==> src/rtl/multicycle_control_if.sv <==
// Bus between the multi-cycle control FSM and the MIPS datapath.
// master: the control unit (receives OP/Zero/MemReady, drives all controls).
// slave : the datapath side (drives OP/Zero/MemReady, receives all controls).
// Signals:
//   OP[5:0], Zero, MemReady                      datapath -> control
//   PCWrite, IorD, MemRead, MemWrite, IRWrite,
//   MemtoReg, RegDst, RegWrite, ALUSrcA,
//   ALUSrcB[1:0], PCSource[1:0], ALUOp[3:0]      control -> datapath
//   State[3:0], IllegalOp, BusError              control status / debug
interface multicycle_control_if;
    logic [5:0] OP;
    logic       Zero;
    logic       MemReady;
    logic       PCWrite;
    logic       IorD;
    logic       MemRead;
    logic       MemWrite;
    logic       IRWrite;
    logic       MemtoReg;
    logic       RegDst;
    logic       RegWrite;
    logic       ALUSrcA;
    logic [1:0] ALUSrcB;
    logic [1:0] PCSource;
    logic [3:0] ALUOp;
    logic [3:0] State;
    logic       IllegalOp;
    logic       BusError;

    modport master (
        input  OP, Zero, MemReady,
        output PCWrite, IorD, MemRead, MemWrite, IRWrite, MemtoReg, RegDst,
               RegWrite, ALUSrcA, ALUSrcB, PCSource, ALUOp, State, IllegalOp,
               BusError
    );

    modport slave (
        output OP, Zero, MemReady,
        input  PCWrite, IorD, MemRead, MemWrite, IRWrite, MemtoReg, RegDst,
               RegWrite, ALUSrcA, ALUSrcB, PCSource, ALUOp, State, IllegalOp,
               BusError
    );
endinterface

==> src/rtl/multicycle_control.sv <==
// Multi-cycle MIPS control unit. Sequences each instruction through
// fetch/decode/execute/memory/write-back and drives the shared-ALU,
// shared-memory datapath. Memory accesses wait on MemReady and abort
// with a BusError pulse after MEM_TIMEOUT consecutive wait cycles.
// Ports:
//   clk    rising-edge clock
//   reset  asynchronous active-low reset (FSM -> FETCH, op/counter -> 0)
//   bus    multicycle_control_if.master (opcode/flags in, controls out)
// Parameters:
//   SUPPORT_JUMP  1 makes opcode 0x02 (J) legal, 0 reports it as illegal
//   MEM_TIMEOUT   wait cycles tolerated per memory access (1..255)
module multicycle_control #(
    parameter logic        SUPPORT_JUMP = 1'b1,
    parameter int unsigned MEM_TIMEOUT  = 32'd15
) (
    input  logic                  clk,
    input  logic                  reset,
    multicycle_control_if.master  bus
);

    typedef enum logic [3:0] {
        S_FETCH  = 4'd0,
        S_DECODE = 4'd1,
        S_MEMADR = 4'd2,
        S_MEMRD  = 4'd3,
        S_MEMWB  = 4'd4,
        S_MEMWR  = 4'd5,
        S_EXEC   = 4'd6,
        S_ALUWB  = 4'd7,
        S_BRANCH = 4'd8,
        S_JUMP   = 4'd9
    } state_t;

    localparam logic [5:0] OP_R    = 6'h00;
    localparam logic [5:0] OP_J    = 6'h02;
    localparam logic [5:0] OP_BEQ  = 6'h04;
    localparam logic [5:0] OP_BNE  = 6'h05;
    localparam logic [5:0] OP_ADDI = 6'h08;
    localparam logic [5:0] OP_ANDI = 6'h0c;
    localparam logic [5:0] OP_ORI  = 6'h0d;
    localparam logic [5:0] OP_LUI  = 6'h0f;
    localparam logic [5:0] OP_LW   = 6'h23;
    localparam logic [5:0] OP_SW   = 6'h2b;

    // The counter value seen during the MEM_TIMEOUT-th wait cycle.
    localparam logic [7:0] WAIT_LAST = 8'(MEM_TIMEOUT - 32'd1);

    // ALU operation for the register/immediate ALU class.
    function automatic logic [3:0] exec_alu_op(input logic [5:0] op);
        case (op)
            OP_R:    return 4'd0;
            OP_ADDI: return 4'd1;
            OP_ORI:  return 4'd2;
            OP_LUI:  return 4'd3;
            OP_ANDI: return 4'd4;
            default: return 4'd0;
        endcase
    endfunction

    state_t     state_r;
    state_t     next_s;
    logic [5:0] op_r;
    logic [7:0] wait_r;
    logic [7:0] wait_next_s;
    logic       mem_state_s;
    logic       timeout_s;

    assign mem_state_s = (state_r == S_FETCH) || (state_r == S_MEMRD) ||
                         (state_r == S_MEMWR);
    // MemReady on the last allowed cycle still counts as completion.
    assign timeout_s   = mem_state_s && !bus.MemReady && (wait_r == WAIT_LAST);
    assign bus.State   = state_r;

    // Next-state and datapath control decode (Mealy gating on MemReady/Zero).
    always_comb begin
        next_s        = state_r;
        bus.PCWrite   = 1'b0;
        bus.IorD      = 1'b0;
        bus.MemRead   = 1'b0;
        bus.MemWrite  = 1'b0;
        bus.IRWrite   = 1'b0;
        bus.MemtoReg  = 1'b0;
        bus.RegDst    = 1'b0;
        bus.RegWrite  = 1'b0;
        bus.ALUSrcA   = 1'b0;
        bus.ALUSrcB   = 2'b00;
        bus.PCSource  = 2'b00;
        bus.ALUOp     = 4'd0;
        bus.IllegalOp = 1'b0;
        case (state_r)
            S_FETCH: begin
                bus.MemRead = 1'b1;
                bus.ALUSrcB = 2'b01;
                bus.ALUOp   = 4'd9;
                if (bus.MemReady) begin
                    bus.IRWrite = 1'b1;
                    bus.PCWrite = 1'b1;
                    next_s      = S_DECODE;
                end else begin
                    // A timeout simply re-fetches: the PC was never advanced.
                    next_s = S_FETCH;
                end
            end
            S_DECODE: begin
                bus.ALUSrcB = 2'b11;
                bus.ALUOp   = 4'd10;
                case (bus.OP)
                    OP_R, OP_ADDI, OP_ORI, OP_LUI, OP_ANDI: next_s = S_EXEC;
                    OP_LW, OP_SW:                           next_s = S_MEMADR;
                    OP_BEQ, OP_BNE:                         next_s = S_BRANCH;
                    OP_J: begin
                        if (SUPPORT_JUMP) begin
                            next_s = S_JUMP;
                        end else begin
                            bus.IllegalOp = 1'b1;
                            next_s        = S_FETCH;
                        end
                    end
                    default: begin
                        bus.IllegalOp = 1'b1;
                        next_s        = S_FETCH;
                    end
                endcase
            end
            S_EXEC: begin
                bus.ALUSrcA = 1'b1;
                bus.ALUSrcB = (op_r == OP_R) ? 2'b00 : 2'b10;
                bus.ALUOp   = exec_alu_op(op_r);
                next_s      = S_ALUWB;
            end
            S_ALUWB: begin
                bus.RegWrite = 1'b1;
                bus.RegDst   = (op_r == OP_R);
                next_s       = S_FETCH;
            end
            S_MEMADR: begin
                bus.ALUSrcA = 1'b1;
                bus.ALUSrcB = 2'b10;
                bus.ALUOp   = (op_r == OP_SW) ? 4'd8 : 4'd7;
                next_s      = (op_r == OP_SW) ? S_MEMWR : S_MEMRD;
            end
            S_MEMRD: begin
                bus.MemRead = 1'b1;
                bus.IorD    = 1'b1;
                if (bus.MemReady) begin
                    next_s = S_MEMWB;
                end else if (timeout_s) begin
                    next_s = S_FETCH;
                end else begin
                    next_s = S_MEMRD;
                end
            end
            S_MEMWB: begin
                bus.RegWrite = 1'b1;
                bus.MemtoReg = 1'b1;
                next_s       = S_FETCH;
            end
            S_MEMWR: begin
                bus.MemWrite = 1'b1;
                bus.IorD     = 1'b1;
                if (bus.MemReady || timeout_s) begin
                    next_s = S_FETCH;
                end else begin
                    next_s = S_MEMWR;
                end
            end
            S_BRANCH: begin
                bus.ALUSrcA  = 1'b1;
                bus.ALUOp    = (op_r == OP_BNE) ? 4'd6 : 4'd5;
                bus.PCSource = 2'b01;
                bus.PCWrite  = ((op_r == OP_BEQ) && bus.Zero) ||
                               ((op_r == OP_BNE) && !bus.Zero);
                next_s       = S_FETCH;
            end
            S_JUMP: begin
                bus.PCWrite  = 1'b1;
                bus.PCSource = 2'b10;
                next_s       = S_FETCH;
            end
            default: begin
                next_s = S_FETCH;
            end
        endcase
        // The counter may sit at WAIT_LAST while reset is held; stay quiet then.
        bus.BusError = timeout_s && reset;
    end

    // Wait counter: counts consecutive not-ready memory cycles in one state.
    always_comb begin
        if (next_s != state_r) begin
            wait_next_s = 8'd0;
        end else if (timeout_s) begin
            wait_next_s = 8'd0;
        end else if (mem_state_s && !bus.MemReady) begin
            wait_next_s = wait_r + 8'd1;
        end else begin
            wait_next_s = 8'd0;
        end
    end

    // State, latched opcode and wait counter registers.
    always_ff @(posedge clk or negedge reset) begin
        if (!reset) begin
            state_r <= S_FETCH;
            op_r    <= 6'h00;
            wait_r  <= 8'd0;
        end else begin
            state_r <= next_s;
            wait_r  <= wait_next_s;
            if (state_r == S_DECODE) begin
                op_r <= bus.OP;
            end
        end
    end

endmodule

==> src/flat_wrapper.sv <==
// flat-port wrapper written by rule: the top's interface ports become plain ports
module multicycle_control_flat 
#(
    parameter logic        SUPPORT_JUMP = 1'b1,
    parameter int unsigned MEM_TIMEOUT  = 32'd15
)
  (clk, reset, bus_OP, bus_Zero, bus_MemReady, bus_PCWrite, bus_IorD, bus_MemRead, bus_MemWrite, bus_IRWrite, bus_MemtoReg, bus_RegDst, bus_RegWrite, bus_ALUSrcA, bus_ALUSrcB, bus_PCSource, bus_ALUOp, bus_State, bus_IllegalOp, bus_BusError);
  multicycle_control_if bus_i ();
  input  logic clk;
  input  logic reset;
  input wire logic [$bits(bus_i.OP)-1:0] bus_OP;
  input wire logic [$bits(bus_i.Zero)-1:0] bus_Zero;
  input wire logic [$bits(bus_i.MemReady)-1:0] bus_MemReady;
  output wire logic [$bits(bus_i.PCWrite)-1:0] bus_PCWrite;
  output wire logic [$bits(bus_i.IorD)-1:0] bus_IorD;
  output wire logic [$bits(bus_i.MemRead)-1:0] bus_MemRead;
  output wire logic [$bits(bus_i.MemWrite)-1:0] bus_MemWrite;
  output wire logic [$bits(bus_i.IRWrite)-1:0] bus_IRWrite;
  output wire logic [$bits(bus_i.MemtoReg)-1:0] bus_MemtoReg;
  output wire logic [$bits(bus_i.RegDst)-1:0] bus_RegDst;
  output wire logic [$bits(bus_i.RegWrite)-1:0] bus_RegWrite;
  output wire logic [$bits(bus_i.ALUSrcA)-1:0] bus_ALUSrcA;
  output wire logic [$bits(bus_i.ALUSrcB)-1:0] bus_ALUSrcB;
  output wire logic [$bits(bus_i.PCSource)-1:0] bus_PCSource;
  output wire logic [$bits(bus_i.ALUOp)-1:0] bus_ALUOp;
  output wire logic [$bits(bus_i.State)-1:0] bus_State;
  output wire logic [$bits(bus_i.IllegalOp)-1:0] bus_IllegalOp;
  output wire logic [$bits(bus_i.BusError)-1:0] bus_BusError;
  assign bus_i.OP = bus_OP;
  assign bus_i.Zero = bus_Zero;
  assign bus_i.MemReady = bus_MemReady;
  assign bus_PCWrite = bus_i.PCWrite;
  assign bus_IorD = bus_i.IorD;
  assign bus_MemRead = bus_i.MemRead;
  assign bus_MemWrite = bus_i.MemWrite;
  assign bus_IRWrite = bus_i.IRWrite;
  assign bus_MemtoReg = bus_i.MemtoReg;
  assign bus_RegDst = bus_i.RegDst;
  assign bus_RegWrite = bus_i.RegWrite;
  assign bus_ALUSrcA = bus_i.ALUSrcA;
  assign bus_ALUSrcB = bus_i.ALUSrcB;
  assign bus_PCSource = bus_i.PCSource;
  assign bus_ALUOp = bus_i.ALUOp;
  assign bus_State = bus_i.State;
  assign bus_IllegalOp = bus_i.IllegalOp;
  assign bus_BusError = bus_i.BusError;
  multicycle_control #(.SUPPORT_JUMP(SUPPORT_JUMP), .MEM_TIMEOUT(MEM_TIMEOUT)) u_core (.clk(clk), .reset(reset), .bus(bus_i));
endmodule
==> config.mk <==
export PLATFORM = sky130hd
export DESIGN_NAME = multicycle_control_flat
export DESIGN_NICKNAME = d
export VERILOG_FILES = /design/src/rtl/multicycle_control_if.sv /design/src/rtl/multicycle_control.sv /design/src/flat_wrapper.sv
export SDC_FILE = /design/constraint.sdc
export NUM_CORES = 1
export LEC_CHECK = 0
export CAP_MARGIN = 10
export CORE_UTILIZATION = 44
export CTS_CLUSTER_DIAMETER = 200
export CTS_CLUSTER_SIZE = 24
export DETAILED_ROUTE_END_ITERATION = 8
export GPL_TIMING_DRIVEN = 0
export PLACE_DENSITY = 0.85
export SYNTH_ARGS = -nofsm -noshare
export SYNTH_HDL_FRONTEND = slang
export SYNTH_SLANG_ARGS = --single-unit
==> constraint.sdc <==
create_clock -name clk -period 1.45 [get_ports clk]
set_input_delay 0.2175 -clock clk [delete_from_list [all_inputs] [get_ports clk]]
set_output_delay 0.2175 -clock clk [all_outputs]
set_load 0.01 [all_outputs]
==> flow_summary_export.csv, run 1 <==
group,metric,value,unit
min_path,min_path_type,"primary input to asynchronous set/reset pin",
place,placed_cell_area,0.00171,mm^2
synthesis,synth_compound_area_frac,0.168,
global_routing,grt_pass1_vias,1591,
sta,rsz0062_at_grt,"yes",
synthesis,synth_fp_nets,177,
finish,fin_cells,276,
place,gp_congestion,0.863,
clocking,cts_buffer_depth,2,
sta,drv_slew,0,
floorplan,core_area,0.00278,mm^2
power_and_ir_drop,ir_worst_vdd,1790,uV
status,status,"finished with violations",
global_routing,grt_max_degree,20,
worst_setup_path,cp-startpoint,"u_core.bus.State[0]$_DFF_PN0_",
sta,max_clock_freq,0.462,GHz
finish,postLayoutCoreUtil,0.866,
synthesis,yosys.area.top_type,"dfrtp_1",
synthesis,synth_warnings,0,
worst_setup_path,path_max_fanout,3,
sta,hold_viol_final,0,
finish,fin_area,0.00241,mm^2
sta,fin_ws,-0.714,ns
synthesis,synth_top_area_frac,0.347,
clocking,cts_tree,"done",
synthesis,synth_cells,165,
worst_setup_path,crit_path_end_kind,"output pin",
worst_setup_path,ff2ff_path_depth,7,
status,violations,"negative setup slack",
synthesis,yosys.area_share.simple,0.355,
job,max-cap-violations,0,
worst_setup_path,worstSetupPathType,"register to output pin",
worst_setup_path,arrival,1.95,ns
sta,worst_pin_slew,0.878,ns
synthesis,ys_seq_area_frac,0.347,
finish,drive_above_1_share,0.559,
clocking,postCtsHoldBufs,0,
finish,final_nets,258,
place,io_buffers,32,
synthesis,ys.flop_type,"dfrtp_1",
global_routing,overflow,0,
global_routing,antenna_found_initial,0,
drt,first_iter_violations,191,
finish,fillCellCount,105,
power_and_ir_drop,power.density,2000,mW/mm^2
sta,post-route-period-util,1.49,
clocking,clkTransAtPathRegs,0.10,ns
drt,vias,1842,
floorplan,start_util,0.467,
sta,clock_skew,0.00207,ns
worst_setup_path,r2r-start,"u_core.bus.State[1]$_DFF_PN0_",
drt,drc,0,
synthesis,synthAdderAreaFrac,0.0193,
worst_setup_path,worstSetupStartpointType,"register",
finish,antenna_cells,0,
finish,area_growth,85.5,%
floorplan,num_io_pins,33,
synthesis,synth_edf_count,0,
worst_setup_path,worstPathRequired,1.23,ns
drt,wl,6220,um
synthesis,synthDistinctLibCells,45,
power_and_ir_drop,total_power,4.83,mW
sta,fin_setup_tns,-12.53,ns
power_and_ir_drop,p_leak,1.06,nW
clocking,clock_latency,0.30,ns
floorplan,dieArea,0.00317,mm^2
floorplan,dieHeight,56.3,um
clocking,cts-root-buf,"clkbuf_4",
clocking,htree_levels,1,
floorplan,num_rows,19,
synthesis,synth-xor-area-share,0.0607,
place,hpwl,2590,um
drt,vias_per_cell,6.67,
synthesis,avgSynthCellArea,7.87,um^2
floorplan,chipWidth,56.3,um
drt,first_pass_iters,4,
synthesis,synth_top_family_by_area,"simple AND/OR/NAND/NOR gates",
synthesis,synth-seq-cells,18,
sta,setup_viol,37,
global_routing,grtUsageTotal,0.319,
synthesis,async_flop_share,1.00,
synthesis,synthTopCellsByArea,"dfrtp_1, nor2_1, nand2_1, nand3_1, xor2_1",
drt,final_antenna_net_count,0,
place,dp_cells,228,
sta,relSlewSlack,0.414,
global_routing,grt_pass1_wl,7900,um
worst_setup_path,r2r_slack,-0.38,ns
synthesis,syn-cell-area,0.00130,mm^2
synthesis,muxShareOfSynthArea,0,
clocking,numClockSinks,18,
clocking,cts_buffers,3,
worst_setup_path,r2r_end,"u_core.bus.State[0]$_DFF_PN0_",
drt,routedWlPerCell,22.5,um
sta,post-route-min-period,2.16,ns
[state kept, by name, summed over array words and instances (netlist names)]
| register | flops |
|---|---|
| u_core.wait_r | 8 |
| u_core.op_r | 6 |
| u_core.bus.State | 4 |
[synth_stat cells, drive strengths merged, types with 2 or more instances]
cell     number
nor2         20
dfrtp        18
nand2        18
nand3        11
inv           9
nor3          9
o21ai         8
a21oi         7
nand2b        6
xor2          6
clkbuf        4
nor4          4
nor2b         3
o21a          3
o31ai         3
xnor2         3
a31oi         2
and3          2
buf           2
ha            2
nand4b        2
o2111ai       2
or2           2
or3           2
[power breakdown]
part	leakage [nW]	internal, mW	total (mW)	switching, mW
clock network	0.0210	0.153	0.316	0.162
registers	0.230	0.657	0.851	0.194
logic	0.806	1.78	3.66	1.88
total	1.06	2.59	4.83	2.24
[stage by stage]
stage | hold WS (ns) | setup WS (ns)
after global routing | 0.176 | -0.762
after floorplan | -0.0781 | -0.229
final | 0.137 | -0.714
after detailed placement | 0.510 | -0.936
after CTS | 0.154 | -0.740
after global placement | 0.505 | -0.903
[timing repair]
| action | 4_1_cts | 5_1_grt |
|---|---|---|
| gates cloned | 1 | 0 |
| hold endpoints to repair | 0 | 0 |
| gates resized for setup | 141 | 50 |
| setup buffers | 26 | 20 |
| pin swaps | 18 | 20 |
| setup endpoints to repair | 37 | 36 |
[layout by cell type (no fill, tap or decap), drive strengths merged, types with 3 or more instances in the layout]
cell / instances
inv: 8
nor4: 4
nand2b: 6
buf: 68
clkbuf: 6
nor2: 20
nand3: 11
clkdlybuf4s50: 7
nor2b: 3
dfrtp: 18
nand2: 18
xnor2: 3
nor3: 9
o21a: 3
xor2: 6
a21oi: 7
o21ai: 8
dlygate4sd2: 4
o31ai: 3
[layer usage]
layer / vias to the layer above / wire length, um / global-route usage
met1: 875 / 2230 / 0.390
met4: 0 / 455 / 0.181
li1: 749 / - / -
met5: - / 0 / 0
met3: 56 / 580 / 0.0346
met2: 162 / 2950 / 0.546
[worst max-delay path, cell delays in order (launching register included)]
cell,delay [ns]
dfrtp_1,0.40
buf_6,0.12
or4b_4,0.56
nor3_4,0.15
nand4_1,0.15
o31ai_2,0.09
buf_2,0.17
[layout make-up]
cell class / count / area [um^2] / area share
tap: 31 / 38.8 / 0.0161
multi-input combinational: 132 / 1110 / 0.462
buffer: 5 / 81.3 / 0.0337
inverter: 9 / 46.3 / 0.0192
clock buffer: 4 / 36.3 / 0.0151
sequential: 18 / 458 / 0.190
timing repair buffer: 77 / 637 / 0.264
[how the worst max path moves through the flow]
stage / cells after the start / to / slack, ns
after CTS: 6 / bus_PCWrite / -0.74
after floorplan: 5 / bus_ALUOp[1] / -0.23
after global routing: 6 / bus_PCWrite / -0.76
final: 6 / bus_PCWrite / -0.71
after detailed placement: 4 / bus_BusError / -0.94
after global placement: 4 / bus_BusError / -0.90
[cell families after synthesis]
kind of cell | after synthesis
AND/OR/NAND/NOR | 88
AO/OA/AOI/OAI | 33
flip-flops | 18
buffers and inverters | 15
XOR/XNOR | 9
adder cells (fa/ha/maj) | 2
Note: power is estimated with default switching activity, not from simulation.
==> run 2: changes to the inputs <==
PLACE_DENSITY = 0.76   (was 0.85)
==> flow_summary_export.csv, run 2 (synthesized netlist as in run 1, its figures left out) <==
group,metric,value,unit
global_routing,grt_pass1_vias,1576,
finish,postLayoutCoreUtil,0.864,
finish,final_nets,259,
place,gp_congestion,0.820,
finish,antenna_cells,0,
worst_setup_path,crit_end,"bus_ALUOp[2]",
power_and_ir_drop,total_power,4.59,mW
worst_setup_path,arrival,2.08,ns
clocking,postCtsHoldBufs,0,
clocking,cts_buffer_depth,2,
finish,largest_reg_flops,8,
status,status,"finished with violations",
floorplan,dieHeight,56.3,um
drt,wl,6350,um
worst_setup_path,worstSetupStartpointType,"register",
global_routing,use_met3,0.0253,
global_routing,grt_busiest_layer,"met2",
worst_setup_path,r2r-start,"u_core.bus.State[1]$_DFF_PN0_",
drt,vias,1812,
drt,drc,0,
sta,max_clock_freq,0.435,GHz
place,io_buffers,32,
clocking,htree_levels,1,
clocking,clock_latency,0.30,ns
worst_setup_path,crit_path_end_kind,"output pin",
sta,fin_ws,-0.850,ns
sta,rsz0062_at_grt,"yes",
floorplan,num_io_pins,33,
place,dp_slack,-0.922,ns
sta,clock_skew,0.00126,ns
job,max-cap-violations,0,
place,hpwl,2660,um
worst_setup_path,worstPathRequired,1.23,ns
power_and_ir_drop,ir_worst_vdd,1850,uV
power_and_ir_drop,power.internal,2.42,mW
sta,worst_pin_slew,0.891,ns
floorplan,num_rows,19,
drt,first_iter_violations,221,
global_routing,grtUsageTotal,0.317,
power_and_ir_drop,combPwrFrac,0.745,
finish,final_cell_mix,"buf_6, buf_4, nand2_1, buf_2",
global_routing,grt_pass1_wl,7780,um
finish,top_register,"u_core.wait_r",
sta,setup_viol,36,
drt,first_pass_iters,5,
finish,final_common_cell,"buf_6",
sta,drv_slew,0,
worst_setup_path,cp-startpoint,"u_core.bus.State[0]$_DFF_PN0_",
worst_setup_path,r2r_end,"u_core.bus.State[0]$_DFF_PN0_",
power_and_ir_drop,power.density,1910,mW/mm^2
drt,vias_per_cell,6.54,
clocking,cts_buffers,3,
global_routing,met2_usage,0.549,
floorplan,dieArea,0.00317,mm^2
worst_setup_path,worstSetupPathType,"register to output pin",
drt,final_antenna_net_count,0,
global_routing,use_met1,0.419,
sta,fin_setup_tns,-12.72,ns
worst_setup_path,path_max_fanout,7,
power_and_ir_drop,p_leak,1.09,nW
global_routing,overflow,0,
power_and_ir_drop,sw_frac_of_total,0.473,
clocking,cts-root-buf,"clkbuf_4",
sta,post-route-min-period,2.30,ns
power_and_ir_drop,power_frac_clock,0.070,
status,violations,"negative setup slack",
worst_setup_path,r2r_slack,-0.36,ns
clocking,numClockSinks,18,
global_routing,antenna_found_initial,0,
power_and_ir_drop,p_sw,2.17,mW
finish,drive_above_1_share,0.520,
finish,area_growth,85.0,%
drt,routedWlPerCell,22.9,um
floorplan,core_area,0.00278,mm^2
sta,relSlewSlack,0.405,
min_path,min_path_type,"primary input to asynchronous set/reset pin",
floorplan,chipWidth,56.3,um
global_routing,grt_max_degree,20,
sta,hold_viol_final,0,
sta,post-route-period-util,1.59,
clocking,cts_tree,"done",
clocking,clkTransAtPathRegs,0.11,ns
floorplan,start_util,0.467,
power_and_ir_drop,p_seq_frac,0.185,
worst_setup_path,ff2ff_path_depth,6,
[run 2: cell types whose count changed in the layout (fill, tap and decap cells not counted), sizes merged]
cell,delta
clkdlybuf4s15,+1
inv,+1
buf,-2
dlygate4sd2,+2
clkinv,-1
clkbuf,+1
dlymetal6s2s,+2
clkdlybuf4s50,-3
[run 2: worst min-delay path by stage]
stage	startpoint	endpoint	slack (ns)	depth (start not counted)
global placement	u_core.op_r[5]$_DFFE_PN0P_	u_core.op_r[5]$_DFFE_PN0P_	0.50	2
finish	reset	u_core.op_r[2]$_DFFE_PN0P_	0.02	1
detailed placement	u_core.op_r[5]$_DFFE_PN0P_	u_core.op_r[5]$_DFFE_PN0P_	0.53	2
floorplan	reset	u_core.bus.State[0]$_DFF_PN0_	-0.08	0
global route	reset	u_core.op_r[4]$_DFFE_PN0P_	0.05	1
CTS	bus_OP[3]	u_core.op_r[3]$_DFFE_PN0P_	0.32	3
[run 2: timing repair]
action	4_1_cts	5_1_grt
gates cloned	0	1
pin swaps	13	14
resized for setup	135	46
buffers inserted	36	11
setup endpoints to repair	38	35
[run 2: power by group through the flow]
stage | combinational [mW] | clock (mW) | sequential (mW)
2_1_floorplan | 1.11 | 0 | 0.819
3_3_place_gp | 1.84 | 0 | 0.836
3_5_place_dp | 1.89 | 0 | 0.854
4_1_cts | 2.57 | 0.330 | 0.795
5_1_grt | 3.53 | 0.344 | 0.858
6_report | 3.42 | 0.321 | 0.848
[run 2: cell type report]
type	instances	area, um^2
multi-input cells	132	1080
flip-flops and latches	18	458
plain buffers	5	66.3
repair buffers	78	688
fillers	118	379
well taps	31	38.8
inverters	9	36.3
clock buffers	4	36.3
[run 2: through the flow]
step,hold WS (ns),std cells,instance area (um^2)
finish,0.0164,277,2400
global route,0.0530,277,2400
CTS,0.319,267,2140
detailed placement,0.529,228,1710
global placement,0.503,228,1710
floorplan,-0.0781,165,1350
[run 2: worst max-delay path, stage by stage (launching register included)]
cell	delay, ns
dfrtp_1	0.43
buf_6	0.14
and2b_4	0.31
nand3_2	0.14
nor4_1	0.35
a311o_1	0.19
clkdlybuf4s15_2	0.22
[run 2: metal layers]
metal,part of all wire,vias to the layer above
met1,0.38,847
li1,-,751
met4,0.073,0
met2,0.46,166
met5,0,-
met3,0.088,48
==> run 3: changes to the inputs <==
ABC_AREA = 1   (was unset)
CORE_UTILIZATION = 43   (was 44)
PLACE_DENSITY = 0.75   (was 0.76)
==> flow_summary_export.csv, run 3 <==
group,metric,value,unit
sta,post-route-period-util,1.29,
finish,drive_above_1_share,0.393,
synthesis,synth_top_family_by_area,"simple AND/OR/NAND/NOR gates",
synthesis,ys.flop_type,"dfrtp_1",
synthesis,synth_top_area_frac,0.357,
place,gp_congestion,0.837,
worst_setup_path,worstSetupPathType,"register to output pin",
finish,fin_cells,278,
global_routing,overflow,0,
clocking,numClockSinks,18,
synthesis,ys_seq_area_frac,0.357,
power_and_ir_drop,total_power,3.65,mW
clocking,cts-root-buf,"clkbuf_4",
sta,post-route-min-period,1.86,ns
clocking,cts_buffer_depth,2,
synthesis,synth_most_common_cell,"nand2_1",
sta,worst_pin_slew,0.814,ns
synthesis,synthTopCellsByCount,"nand2_1, nor2_1, inv_1",
drt,final_antenna_net_count,0,
worst_setup_path,crit_path_end_kind,"output pin",
synthesis,yosys.area.top_type,"dfrtp_1",
synthesis,synthTopCellsByArea,"dfrtp_1, nand2_1, nor2_1, inv_1, nand3_1",
drt,wl,3770,um
worst_setup_path,arrival,1.65,ns
floorplan,dieHeight,56.2,um
sta,clock_skew,0.00680,ns
sta,fin_setup_tns,-4.78,ns
worst_setup_path,cp_cell_sequence,"nor2_4 -> inv_2 -> nor3_4 -> buf_6 -> buf_6 -> o31ai_2 -> nand3_1 -> buf_2",
finish,area_growth,59.4,%
floorplan,dieArea,0.00315,mm^2
synthesis,synth_fp_nets,199,
worst_setup_path,cpMaxStageDelayCell,"dfrtp_2",
place,io_buffers,32,
clocking,clock_latency,0.28,ns
sta,drv_slew,0,
power_and_ir_drop,p_leak,1.05,nW
finish,largest_reg_flops,8,
synthesis,async_flop_share,1.00,
global_routing,grt_max_degree,20,
global_routing,grtUsageTotal,0.230,
sta,fin_ws,-0.414,ns
floorplan,num_io_pins,33,
worst_setup_path,crit_top_cell,"buf_6",
synthesis,synthAdderAreaFrac,0.0198,
status,violations,"negative setup slack",
finish,postLayoutCoreUtil,0.729,
clocking,cts_tree,"done",
synthesis,synth_warnings,0,
sta,hold_slack,0.122,ns
sta,setup_viol,19,
floorplan,start_util,0.457,
synthesis,synth_compound_area_frac,0.0714,
synthesis,synth_cells,187,
drt,vias_per_cell,5.27,
synthesis,avgSynthCellArea,6.74,um^2
sta,hold_viol_final,0,
drt,first_iter_violations,47,
global_routing,grt_pass1_vias,1359,
drt,routedWlPerCell,13.6,um
power_and_ir_drop,ir_worst_vdd,1520,uV
sta,max_clock_freq,0.536,GHz
finish,top_register,"u_core.wait_r",
synthesis,synth-xor-area-share,0.0278,
floorplan,core_area,0.00276,mm^2
finish,final_common_cell,"nand2_1",
global_routing,antenna_found_initial,0,
clocking,htree_levels,1,
worst_setup_path,path_max_fanout,3,
worst_setup_path,cpPeakStageDelay,0.45,ns
finish,fillCellCount,197,
clocking,clkTransAtPathRegs,0.11,ns
synthesis,syn-cell-area,0.00126,mm^2
clocking,postCtsHoldBufs,0,
status,status,"finished with violations",
synthesis,synth-seq-cells,18,
synthesis,muxShareOfSynthArea,0,
finish,antenna_cells,0,
place,dp_cells,250,
floorplan,chipWidth,56.2,um
floorplan,num_rows,19,
drt,drc,0,
finish,final_nets,260,
finish,final_cell_mix,"nand2_1, nor2_1, inv_1, buf_6, buf_4",
drt,vias,1466,
sta,rsz0062_at_grt,"yes",
sta,relSlewSlack,0.457,
place,hpwl,2250,um
clocking,cts_buffers,3,
worst_setup_path,worstSetupStartpointType,"register",
synthesis,synthDistinctLibCells,26,
synthesis,yosys.area_share.simple,0.431,
synthesis,synth_edf_count,0,
worst_setup_path,worstPathRequired,1.23,ns
power_and_ir_drop,power.density,1820,mW/mm^2
global_routing,grt_pass1_wl,5860,um
job,max-cap-violations,0,
drt,first_pass_iters,7,
min_path,min_path_type,"primary input to asynchronous set/reset pin",
run 3: cell types whose count changed after synthesis, sizes merged, moves of 5 or more:
cell    delta
nor3       -5
nor2      +15
nand3      +8
inv       +21
nand2b     -6
nand2     +32
run 3: area by class of cell:
type,instances,area (um^2),share of cell area
buffer,1,11.3,0.00560
clock buffer,4,36.3,0.0180
inverter,30,128,0.0635
multi-input combinational,138,876,0.436
sequential,18,457,0.227
tap,31,38.8,0.0193
timing repair buffer,56,464,0.231
run 3: path summary, 6_finish.rpt:
kind,start,slack (ns),endpoint,cells past startpoint
worst max register to register,u_core.bus.State[0]$_DFF_PN0_,-0.04,u_core.bus.State[2]$_DFF_PN0_,10
worst min-delay path,reset,0.12,u_core.wait_r[7]$_DFF_PN0_,1
max in group asynchronous,reset,0.77,u_core.op_r[3]$_DFFE_PN0P_,1
min in group clk,bus_OP[4],0.53,u_core.op_r[4]$_DFFE_PN0P_,3
worst min register to register,u_core.wait_r[1]$_DFF_PN0_,0.57,u_core.wait_r[1]$_DFF_PN0_,2
worst max-delay path,u_core.bus.State[1]$_DFF_PN0_,-0.41,bus_ALUOp[0],8
run 3: repair_timing:
action,4_1_cts,5_1_grt
gates resized for setup,133,28
pin swaps,16,4
hold endpoints to repair,0,0
endpoints found under the setup margin,23,22
buffers inserted,22,3
run 3: per-layer routing:
| metal | track usage | share of wire | vias to the layer above |
|---|---|---|---|
| met5 | 0 | 0 | - |
| met4 | 0.0732 | 0.031 | 0 |
| met3 | 0.0256 | 0.033 | 10 |
| met2 | 0.405 | 0.52 | 40 |
| met1 | 0.293 | 0.41 | 698 |
| li1 | - | - | 718 |
run 3: through the flow:
| step | setup WS [ns] | cell area, um^2 |
|---|---|---|
| 6_report | -0.414 | 2010 |
| 5_1_grt | -0.530 | 2010 |
| 4_1_cts | -0.390 | 1890 |
| 3_5_place_dp | -0.788 | 1620 |
| 3_3_place_gp | -0.790 | 1620 |
| 2_1_floorplan | 0.0352 | 1260 |
run 3: cell families (layout without fill, tap and decap cells):
family          count (synthesis)  in the layout
simple gates                  115            115
buf+inv                        31             91
flops                          18             18
compound gates                 17             17
xor+xnor                        4              4
fa+ha+maj                       2              2
run 3: worst max-delay path: cells and delay by family, from the launching register on:
family	cells	cell delay, ns
AO/OA/AOI/OAI	1	0.05
buffers and inverters	4	0.41
AND/OR/NAND/NOR	3	0.44
flip-flops	1	0.45
run 3: where the power goes:
| part | internal (mW) | switching (mW) |
|---|---|---|
| Sequential | 0.652 | 0.186 |
| Combinational | 1.12 | 1.38 |
| Clock | 0.153 | 0.154 |
